`config.mk`:
```
export PLATFORM = sky130hd
export DESIGN_NAME = switch_debouncer
export DESIGN_NICKNAME = d
export VERILOG_FILES = /design/src/rtl/switch_debouncer.sv
export SDC_FILE = /design/constraint.sdc
export NUM_CORES = 1
export LEC_CHECK = 0
export CAP_MARGIN = 20
export CORE_UTILIZATION = 54
export DETAILED_ROUTE_END_ITERATION = 16
export PLACE_DENSITY = 0.78
export SYNTH_ARGS = -nofsm -noshare
export SYNTH_HDL_FRONTEND = slang
export SYNTH_SLANG_ARGS = --single-unit
```
`constraint.sdc`:
```
create_clock -name clock -period 2.9 [get_ports clock]
set_clock_uncertainty 0.05 [all_clocks]
set_input_delay 0.87 -clock clock [delete_from_list [all_inputs] [get_ports clock]]
set_output_delay 0.87 -clock clock [all_outputs]
set_load 0.03 [all_outputs]
```
`src/rtl/switch_debouncer.sv`:
```
// switch_debouncer: synchronises and debounces a slide switch, emitting level, edge pulses and counters
module switch_debouncer #(
  parameter int DEBOUNCE_CYCLES = 1000000,
  parameter int CNT_W = 20,
  parameter int EVENT_W = 16
) (
  input  logic               clock,
  input  logic               reset,
  input  logic               switch_raw,
  output logic               switch_db,
  output logic               rise_pulse,
  output logic               fall_pulse,
  output logic [EVENT_W-1:0] event_count,
  output logic [7:0]         bounce_count
);
  typedef enum logic [1:0] {STABLE_LOW, WAIT_HIGH, STABLE_HIGH, WAIT_LOW} state_t;
  localparam logic [CNT_W-1:0] LAST = CNT_W'(DEBOUNCE_CYCLES - 1);
  state_t state, state_n;
  logic sync1, sync2;
  logic [CNT_W-1:0] cnt, cnt_n;
  logic db_n, rise_n, fall_n;
  logic [EVENT_W-1:0] ev_n;
  logic [7:0] bc_n, bc_inc;
  assign bc_inc = bounce_count == 8'hff ? bounce_count : bounce_count + 8'd1;
  // two-flop synchroniser for the asynchronous pin
  always_ff @(posedge clock) begin
    if (reset) begin
      sync1 <= 1'b0;
      sync2 <= 1'b0;
    end else begin
      sync1 <= switch_raw;
      sync2 <= sync1;
    end
  end
  // state and registered outputs
  always_ff @(posedge clock) begin
    if (reset) begin
      state <= STABLE_LOW;
      cnt <= '0;
      switch_db <= 1'b0;
      rise_pulse <= 1'b0;
      fall_pulse <= 1'b0;
      event_count <= '0;
      bounce_count <= '0;
    end else begin
      state <= state_n;
      cnt <= cnt_n;
      switch_db <= db_n;
      rise_pulse <= rise_n;
      fall_pulse <= fall_n;
      event_count <= ev_n;
      bounce_count <= bc_n;
    end
  end
  // qualification: a WAIT state counts agreeing samples, any contrary sample aborts
  always_comb begin
    state_n = state;
    cnt_n = cnt;
    db_n = switch_db;
    rise_n = 1'b0;
    fall_n = 1'b0;
    ev_n = event_count;
    bc_n = bounce_count;
    case (state)
      STABLE_LOW: if (sync2) begin
        state_n = WAIT_HIGH;
        cnt_n = CNT_W'(1);
      end
      WAIT_HIGH: if (!sync2) begin
        state_n = STABLE_LOW;
        cnt_n = '0;
        bc_n = bc_inc;
      end else if (cnt == LAST) begin
        state_n = STABLE_HIGH;
        cnt_n = '0;
        db_n = 1'b1;
        rise_n = 1'b1;
        ev_n = event_count + EVENT_W'(1);
      end else cnt_n = cnt + CNT_W'(1);
      STABLE_HIGH: if (!sync2) begin
        state_n = WAIT_LOW;
        cnt_n = CNT_W'(1);
      end
      WAIT_LOW: if (sync2) begin
        state_n = STABLE_HIGH;
        cnt_n = '0;
        bc_n = bc_inc;
      end else if (cnt == LAST) begin
        state_n = STABLE_LOW;
        cnt_n = '0;
        db_n = 1'b0;
        fall_n = 1'b1;
      end else cnt_n = cnt + CNT_W'(1);
      default: state_n = STABLE_LOW;
    endcase
  end
endmodule

```
==> run_results.csv <==
group,metric,value,unit
route,routed_wl,5340,µm
clock_network,cts-root-buf,"clkbuf_8",
floorplan,core_area,0.00432,mm²
yosys,yosysTopAreaCell,"dfxtp_1",
yosys,synth_ff_type,"dfxtp_1",
sta,setup_viol,0,
sta,rsz0062_at_grt,"no",
floorplan,ioPinCount,30,
route,routedWlPerCell,14.4,µm
layout,drive_gt1_share,5.31,%
sta,worst_slew_pin_slew,789,ps
setup_path,path_depth,1,
setup_path,critPathBufInv,1,
power_and_ir_drop,peakVddDrop,0.364,mV
layout,area_growth,18.9,%
flow_run,max-cap-violations,0,
sta,timing.fmax,414,MHz
layout,layout.nets,325,
layout,post-route-cell-area,0.00289,mm²
setup_path,r2r_cells,6,
clock_network,cts_sinks,51,
yosys,syn_area,0.00243,mm²
floorplan,initial_core_util,56.1,%
floorplan,rows,24,
sta,hold_viol,0,
sta,fin_tns_setup,0,ps
yosys,synthTopCellsByArea,"dfxtp_1 (42%), a21oi_1 (5.2%), nand3_1 (4.7%)",
yosys,synth_common_cells,"dfxtp_1 (51), a21oi_1 (25), nand2_1 (24)",
yosys,synth_warnings,0,
placement,hpwl,3630,µm
route,ant_nets,0,
clock_network,clock_latency,310,ps
floorplan,die_w,69.0,µm
sta,fin_crit_sh,83.2,%
yosys,synthCells,291,
layout,multiInputGateArea,0.00131,mm²
setup_path,critPathLaunchType,"register",
yosys,yosysUniqueCellTypes,43,
min_path,hold_path.class,"reg -> reg",
setup_path,arrival,1490,ps
grt,grt.total_usage,22.9,%
power_and_ir_drop,power.leakage,0.957,nW
clock_network,cts_tree,"built",
setup_path,cp_data_required_time,1980,ps
yosys,synth_edf_count,0,
clock_network,cts_setup_buffers,0,
yosys,synth_area_per_cell,8.34,µm²
clock_network,h-tree-depth,2,
layout,antennaDiodeCount,0,
clock_network,postCtsHoldBufs,0,
yosys,synthArstFlopShare,0,%
grt,grt_pass1_wl,8940,µm
route,route.detailed.drc,0,
grt,antenna_found_initial,0,
sta,worst_hold_slack,417,ps
yosys,synth_top_area_share,42.1,%
sta,max_slew_margin,47.2,%
yosys,seq_area_frac_synth,42.1,%
power_and_ir_drop,p_per_area,440,mW/mm²
setup_path,critical-path-slowest-cell,"clkdlybuf4s50_1",
setup_path,critical_path_class,"reg -> out",
grt,grt_start_max_net_pins,34,
setup_path,max_stage_delay,740,ps
setup_path,critPathTopFamily,"buffers and inverters",
floorplan,die_h,69.0,µm
clock_network,clk_pin_slew,100,ps
placement,post_dp_cell_area,0.00277,mm²
route,first_iter_violations,76,
clock_network,cts_made_buffers,5,
yosys,ys_ff_latch,51,
sta,min_period,2410,ps
route,vias,2193,
yosys,yosysMostFrequentCell,"dfxtp_1",
route,vias_per_cell,5.90,
clock_network,clockBufferDepth,2,
min_path,hold_depth,1,
yosys,synth.net_count,297,
clock_network,ctsResizeCount,0,
layout,num-fill-cells,385,
grt,first_global_vias,1990,
placement,portBuffers,29,
route,drtPass1Iterations,4,
setup_path,cp_max_fo,6,
sta,drv_slew,0,
setup_path,crit_chain,"clkdlybuf4s50_1",
floorplan,dieArea,0.00477,mm²
status,outcome,"finished, final reports clean",
layout,ff_latch_area,0.00102,mm²
setup_path,cp-end-kind,"output port",
grt,overflow,0,
placement,gp_congestion,0.831,
-- worst reg2reg max path: cells and delay by family (launching register included) --
family	cells	cell delay (ps)
buf+inv	1	220
flops	1	360
simple gates	4	1520
compound gates	1	150
-- worst paths after layout --
| path | slack (ps) | startpoint | to |
|---|---|---|---|
| hold reg to reg | 420 | sync1 | sync2 |
| setup reg to reg | 540 | cnt[11] | event_count[11] |
| hold / removal | 420 | sync1 | sync2 |
| setup / recovery | 490 | event_count[0] | event_count[0] |
-- power by group --
group          total, mW  switching (mW)  internal, mW
sequential         0.709         0.00531         0.704
combinational     0.0421          0.0255        0.0166
clock              0.518           0.239         0.280
-- layout make-up --
cell class	count	share of cell area, %
Multi-Input combinational cell	216	45.4
Clock inverter	2	1.21
Tap cell	52	2.25
Sequential cell	51	35.4
Inverter	10	1.30
Clock buffer	6	2.86
Timing Repair Buffer	35	11.6
-- stage by stage --
step / setup WS, ps / power (mW) / std cells / utilization [%]
3_3_place_gp: 470 / 0.767 / 364 / 64.0
5_1_grt: 407 / 1.31 / 372 / 66.8
3_5_place_dp: 366 / 0.767 / 364 / 64.0
2_1_floorplan: 444 / 0.753 / 291 / -
6_report: 486 / 1.27 / 372 / 66.8
4_1_cts: 483 / 1.28 / 372 / 66.8
-- state kept, by name (all words and copies together), names as in the netlist, named ones only --
| signal | count |
|---|---|
| rise_pulse | 1 |
| event_count | 16 |
| state | 1 |
| cnt | 20 |
| fall_pulse | 1 |
| bounce_count | 8 |
| sync1 | 1 |
| switch_db | 1 |
| sync2 | 1 |
-- per-layer routing --
layer | vias to the layer above | share of wire, % | GRT usage, %
met3 | 6 | 2.7 | 4.97
met4 | 0 | 1.5 | 8.84
li1 | 1122 | - | -
met2 | 29 | 48 | 38.0
met5 | - | 0 | 0
met1 | 1036 | 48 | 28.9
-- placed cells by master, fill, tap and decap left out, drive strengths merged, types with 2 or more instances in the layout --
master          n
and3            2
nand4          13
a22o            2
o41ai           2
buf             6
a21o            4
nor4b           2
a31oi           2
o31ai           9
clkbuf          6
clkdlybuf4s50  29
nand2b          3
ha              3
xnor2           7
dfxtp          51
or4             8
mux2i           5
nor3            5
o22ai           2
nor4            5
nand3          24
o21ai          16
nand2          24
nor2b           2
a21oi          25
or3             7
nor2           23
inv            10
xor2            8
-- kinds of logic (layout without fill, tap and decap cells) --
| kind of cell | after synthesis | count (layout) | share of synthesized area [%] |
|---|---|---|---|
| buffers and inverters | 24 | 53 | 3.97 |
| AOI/OAI and AO/OA | 67 | 67 | 16.6 |
| and+or+nand+nor | 126 | 126 | 28.3 |
| DFF | 51 | 51 | 42.1 |
| xor gates and xnor gates | 15 | 15 | 5.41 |
| adders and majority gates | 3 | 3 | 1.55 |
| muxes | 5 | 5 | 2.06 |
(Power assumes the default switching activity.)
